**src/rtl/hazard_ctrl.sv**
```systemverilog
// Load-use hazard detection plus a full-stall FSM for memory waits and control redirects.
// Optional perf counters are enabled by defining HAZARD_PERF_EN.

module hazard_src_cmp #(
  parameter int REG_AW = 5
) (
  input  logic [REG_AW-1:0] src,
  input  logic              vld,
  input  logic [REG_AW-1:0] dst,
  output logic              hit
);
  assign hit = vld && (src == dst);
endmodule

module hazard_ctrl #(
  parameter int NUM_SRC      = 2,
  parameter int REG_AW       = 5,
  parameter int REDIRECT_CYC = 2,
  parameter int MEM_TIMEOUT  = 255
) (
  input  logic                      clk,
  input  logic                      rst_n,
  input  logic                      memread_id_ex,
  input  logic                      memread_ex_mem,
  input  logic                      memwrite_ex_mem,
  input  logic                      mem_ready,
  input  logic                      interrupt,
  input  logic                      branch,
  input  logic                      rti,
  input  logic [NUM_SRC*REG_AW-1:0] src_regs_if_id,
  input  logic [NUM_SRC-1:0]        src_valid_if_id,
  input  logic [REG_AW-1:0]         dst_reg_id_ex,
  output logic                      hazard,
  output logic                      stall_mem,
  output logic                      mem_timeout,
  output logic [15:0]               perf_load_stalls,
  output logic [15:0]               perf_pipe_stalls
);

  typedef enum logic [1:0] {IDLE, MEM_WAIT, REDIRECT} state_t;

  localparam logic [3:0] RCNT_INIT = 4'(REDIRECT_CYC - 1);
  localparam logic [7:0] TMO       = 8'(MEM_TIMEOUT);
  localparam logic       TMO_FIRST = (MEM_TIMEOUT == 1);

  state_t       state;
  logic [3:0]   rcnt;
  logic [7:0]   wait_cnt;
  logic         redirect_pending;
  logic [NUM_SRC-1:0] src_hit;

  wire mem_req = memread_ex_mem | memwrite_ex_mem;
  wire redir   = interrupt | branch | rti;

  for (genvar g = 0; g < NUM_SRC; g++) begin : g_src
    hazard_src_cmp #(.REG_AW(REG_AW)) u_cmp (
      .src (src_regs_if_id[g*REG_AW +: REG_AW]),
      .vld (src_valid_if_id[g]),
      .dst (dst_reg_id_ex),
      .hit (src_hit[g])
    );
  end

  assign hazard    = memread_id_ex && (dst_reg_id_ex != '0) && (|src_hit);
  assign stall_mem = (state != IDLE) || (mem_req || redir);

  // wait_cnt is the 1-based index of the current MEM_WAIT cycle; mem_timeout is
  // raised ahead of time so it is high during the final (forced-release) cycle.
  always_ff @(posedge clk) begin
    if (!rst_n) begin
      state            <= IDLE;
      rcnt             <= '0;
      wait_cnt         <= '0;
      redirect_pending <= 1'b0;
      mem_timeout      <= 1'b0;
    end else begin
      case (state)
        IDLE: begin
          if (mem_req) begin
            state            <= MEM_WAIT;
            wait_cnt         <= 8'd1;
            mem_timeout      <= TMO_FIRST;
            redirect_pending <= redir;
          end else if (redir) begin
            state <= REDIRECT;
            rcnt  <= RCNT_INIT;
          end
        end
        MEM_WAIT: begin
          if (redir) redirect_pending <= 1'b1;
          if (mem_timeout || mem_ready) begin
            mem_timeout <= 1'b0;
            wait_cnt    <= '0;
            if (redirect_pending || redir) begin
              state            <= REDIRECT;
              rcnt             <= RCNT_INIT;
              redirect_pending <= 1'b0;
            end else begin
              state <= IDLE;
            end
          end else begin
            wait_cnt    <= wait_cnt + 8'd1;
            mem_timeout <= ((wait_cnt + 8'd1) == TMO);
          end
        end
        REDIRECT: begin
          if (redir) begin
            rcnt <= RCNT_INIT;
          end else if (rcnt == '0) begin
            if (mem_req) begin
              state       <= MEM_WAIT;
              wait_cnt    <= 8'd1;
              mem_timeout <= TMO_FIRST;
            end else begin
              state <= IDLE;
            end
          end else begin
            rcnt <= rcnt - 4'd1;
          end
        end
        default: state <= IDLE;
      endcase
    end
  end

`ifdef HAZARD_PERF_EN
  logic [15:0] load_cnt, pipe_cnt;

  always_ff @(posedge clk) begin
    if (!rst_n) begin
      load_cnt <= '0;
      pipe_cnt <= '0;
    end else begin
      if (hazard && (load_cnt != 16'hFFFF))    load_cnt <= load_cnt + 16'd1;
      if (stall_mem && (pipe_cnt != 16'hFFFF)) pipe_cnt <= pipe_cnt + 16'd1;
    end
  end

  assign perf_load_stalls = load_cnt;
  assign perf_pipe_stalls = pipe_cnt;
`else
  assign perf_load_stalls = '0;
  assign perf_pipe_stalls = '0;
`endif

endmodule

```
**config.mk**
```make
export PLATFORM = sky130hd
export DESIGN_NAME = hazard_ctrl
export DESIGN_NICKNAME = d
export VERILOG_FILES = /design/src/rtl/hazard_ctrl.sv
export SDC_FILE = /design/constraint.sdc
export NUM_CORES = 1
export LEC_CHECK = 0
export CAP_MARGIN = 20
export CELL_PAD_IN_SITES_DETAIL_PLACEMENT = 1
export CELL_PAD_IN_SITES_GLOBAL_PLACEMENT = 1
export CORE_ASPECT_RATIO = 2
export CORE_MARGIN = 2
export CORE_UTILIZATION = 29
export DETAILED_ROUTE_END_ITERATION = 12
export PLACE_DENSITY_LB_ADDON = 0.2
export SYNTH_ARGS = -nofsm -noshare
export SYNTH_HDL_FRONTEND = slang
export SYNTH_HIERARCHICAL = 1
export SYNTH_SLANG_ARGS = --single-unit
export TNS_END_PERCENT = 100
```
**constraint.sdc**
```tcl
create_clock -name clk -period 2.32 [get_ports clk]
set_input_delay 0.464 -clock clk [delete_from_list [all_inputs] [get_ports clk]]
set_output_delay 0.464 -clock clk [all_outputs]
set_load 0.005 [all_outputs]
```
==> results.py <==
metrics = {
    "synth": {
        "synth_top_area_share_pct": 23.8,
        "syn_area_sq_um": 1350,
        "ys_types": 46,
        "synth.area.top_cells": "dfxtp_1 (24%), buf_4 (18%), xor2_1 (5.9%), o221a_2 (4.2%), nand2_1 (3.9%)",
        "synthArstFlopShare_pct": 0,
        "synth-edff-count": 0,
        "synthFlopType": "dfxtp_1",
        "synthCells": 167,
        "synth_top_area_cell": "dfxtp_1",
        "yosysWarnings": 6,
        "seq_area_frac_synth_pct": 23.8,
        "syn_avg_cell_area_sq_um": 8.05,
        "ys_ff_latch": 16,
    },
    "clock_network": {
        "cts.sinks": 16,
        "cts_hold_buf": 0,
        "cts_tree": "done",
        "root_buffer": "clkbuf_8",
        "h-tree-depth": 1,
        "insertion_delay_ns": 0.26,
        "clk_pin_slew_ns": 0.07,
        "max-clock-path-buffers": 2,
        "cts-buffers-inserted": 3,
    },
    "hold_path": {
        "hold_start": "rcnt[1]$_SDFFE_PN0P_",
        "whs_endpoint": "rcnt[1]$_SDFFE_PN0P_",
        "hp-class": "reg2reg",
        "hold_path_depth": 2,
    },
    "sta": {
        "fin_skew_ns": 0.00218,
        "setup_viol": 0,
        "fin_crit_ns": 2.25,
        "hold_viol": 0,
        "setup_slack_ns": 0.0711,
        "min_period_over_period_pct": 96.9,
        "fmax_mhz": 445,
        "rsz0062_at_grt": "false",
        "slew_violations": 0,
    },
    "worst_setup_path": {
        "reg2reg_from": "rcnt[0]$_SDFFE_PN0P_",
        "worstPathMaxFanout": 1,
        "required_ns": 1.86,
        "setup.worst_path.class": "in2out",
        "critPathCaptureType": "primary output",
        "crit-reg2reg-capture": "mem_timeout$_SDFFE_PN0P_",
        "arrival_ns": 1.78,
        "worstSetupStartpointType": "input port",
        "r2r_cells": 6,
        "rrSetupSlack_ns": 0.45,
    },
    "placement": {
        "gp_congestion": 0.755,
        "place_worst_setup_slack_ns": -0.439,
        "portBuffers": 28,
        "hpwl_microns": 3270,
    },
    "power": {
        "powerDensity_nw_per_um2": 452,
        "power.leakage_nw": 0.727,
        "p_total_mw": 0.769,
        "ir_drop_uv": 280,
    },
    "floorplanning": {
        "row_count": 35,
        "io_pins": 61,
        "die-area_sq_um": 5230,
        "start_util_pct": 29.5,
        "die_h_microns": 100,
        "core_sq_um": 4550,
        "fp.dieW_microns": 52.2,
    },
    "detailed_routing": {
        "wl_per_cell_microns": 14.9,
        "drtAntennaViolNets": 0,
        "first_iter_violations": 9,
        "drc": 0,
        "vias": 1262,
        "routed_wl_microns": 3880,
        "vias_per_cell": 4.84,
        "dr.pass1.iters": 4,
    },
    "finish": {
        "antenna_cells": 0,
        "nets": 236,
        "drive_gt1_share_pct": 16.5,
        "syn_to_final_growth_pct": 26.6,
    },
    "flow_run": {
        "max-cap-violations": 0,
    },
    "global_routing": {
        "antenna_found_initial": 0,
        "gr-usage-all-layers_pct": 15.5,
        "grt_max_degree": 11,
        "grt_pass1_wl_microns": 6010,
        "grt_pass1_vias": 1350,
        "overflow": 0,
    },
    "run_status": {
        "status": "complete, no violations",
    },
}
-- worst max path at each step --
stage,startpoint,cells past startpoint,end,slack [ns]
final,src_regs_if_id[9],7,hazard,0.07
after global routing,src_regs_if_id[9],7,hazard,0.005
after CTS,memread_ex_mem,4,stall_mem,0.01
after detailed placement,dst_reg_id_ex[0],7,hazard,-0.44
after global placement,dst_reg_id_ex[0],7,hazard,-0.37
after floorplan,branch,3,stall_mem,0.48
-- Yosys cell counts (all sizes together), types with 2 or more instances --
master / count
nor4: 2
nand2b: 2
nand2: 15
o21ai: 9
o21a: 2
nand3b: 2
ha: 3
buf: 33
nor2: 12
nand3: 3
a21oi: 6
clkbuf: 3
dfxtp: 16
xnor2: 2
nor3: 10
or3: 5
xor2: 9
o221a: 5
inv: 4
and3: 3
-- cell usage in the layout, fill, tap and decap left out, types with 2 or more instances in the layout --
cell / instances
a21oi_1: 6
and3_1: 3
buf_4: 12
clkbuf_8: 4
clkdlybuf4s50_1: 19
conb_1: 32
dfxtp_1: 16
dlygate4sd2_1: 3
dlymetal6s2s_1: 4
ha_1: 3
inv_1: 4
nand2_1: 14
nand2b_1: 2
nand3_1: 3
nand3b_1: 2
nor2_1: 12
nor3_1: 10
nor4_1: 2
o21a_1: 2
o21ai_0: 9
o221a_2: 5
or3_1: 2
or3_4: 3
xnor2_1: 2
xor2_1: 9
-- final cells by class --
| class | instances | area, sq um |
|---|---|---|
| clock buffers | 4 | 55.1 |
| fillers | 586 | 2850 |
| inverters | 4 | 15.0 |
| multi-input cells | 142 | 871 |
| flip-flops and latches | 16 | 320 |
| well taps | 55 | 68.8 |
| repair buffers | 40 | 373 |
-- kinds of logic (layout without fill, tap and decap cells) --
group / Yosys count / in the layout / share of synthesized area (%)
xor gates and xnor gates: 11 / 11 / 7.16
muxes: 1 / 1 / 0.744
adders and majority gates: 3 / 3 / 2.79
DFF: 16 / 16 / 23.8
buffers and inverters: 40 / 48 / 20.7
and+or+nand+nor: 63 / 63 / 26.0
AOI/OAI and AO/OA: 32 / 32 / 18.4
other: 1 / 32 / 0.279
-- state kept, by name, summed over array words and instances (netlist names) --
register,flops
rcnt,4
wait_cnt,8
state,2
mem_timeout,1
redirect_pending,1
-- stage by stage --
stage / instance area [sq um] / hold slack (ns) / TNS [ns] / std cells / utilization (%)
finish: 1700 / 0.478 / 0 / 261 / 37.4
global route: 1700 / 0.504 / 0 / 261 / 37.4
CTS: 1680 / 0.483 / 0 / 261 / 37.0
detailed placement: 1630 / 0.470 / -0.813 / 256 / 35.8
global placement: 1630 / 0.463 / -0.708 / 256 / 35.8
floorplan: 1460 / 0.443 / 0 / 198 / -
-- power breakdown --
group	switching (mW)	leakage (nW)	internal [mW]
clock network	0.107	0.0288	0.151
registers	0.0110	0.130	0.287
logic	0.112	0.568	0.101
-- worst max-delay path: stages --
cell and delay, ns:
clkdlybuf4s50_1 0.42, xor2_1 0.16, nor4_1 0.24, and3_1 0.19
o21ai_0 0.08, a21oi_1 0.11, buf_2 0.12
-- routing by layer --
metal  vias up  routed length (microns)  global-route usage (%)
met1       620                     1150                    11.3
met4         0                       70                    6.51
li1        606                        -                       -
met3         4                      119                    1.34
met2        32                     2540                    35.2
met5         -                        0                       0
-- what timing repair did --
action / 4_1_cts / 5_1_grt
buffers inserted: 1 / 0
setup endpoints to repair: 2 / 2
gates cloned: 0 / 0
pin swaps: 4 / 3
resized for setup: 12 / 6
Power figures use the tool's default switching activity.
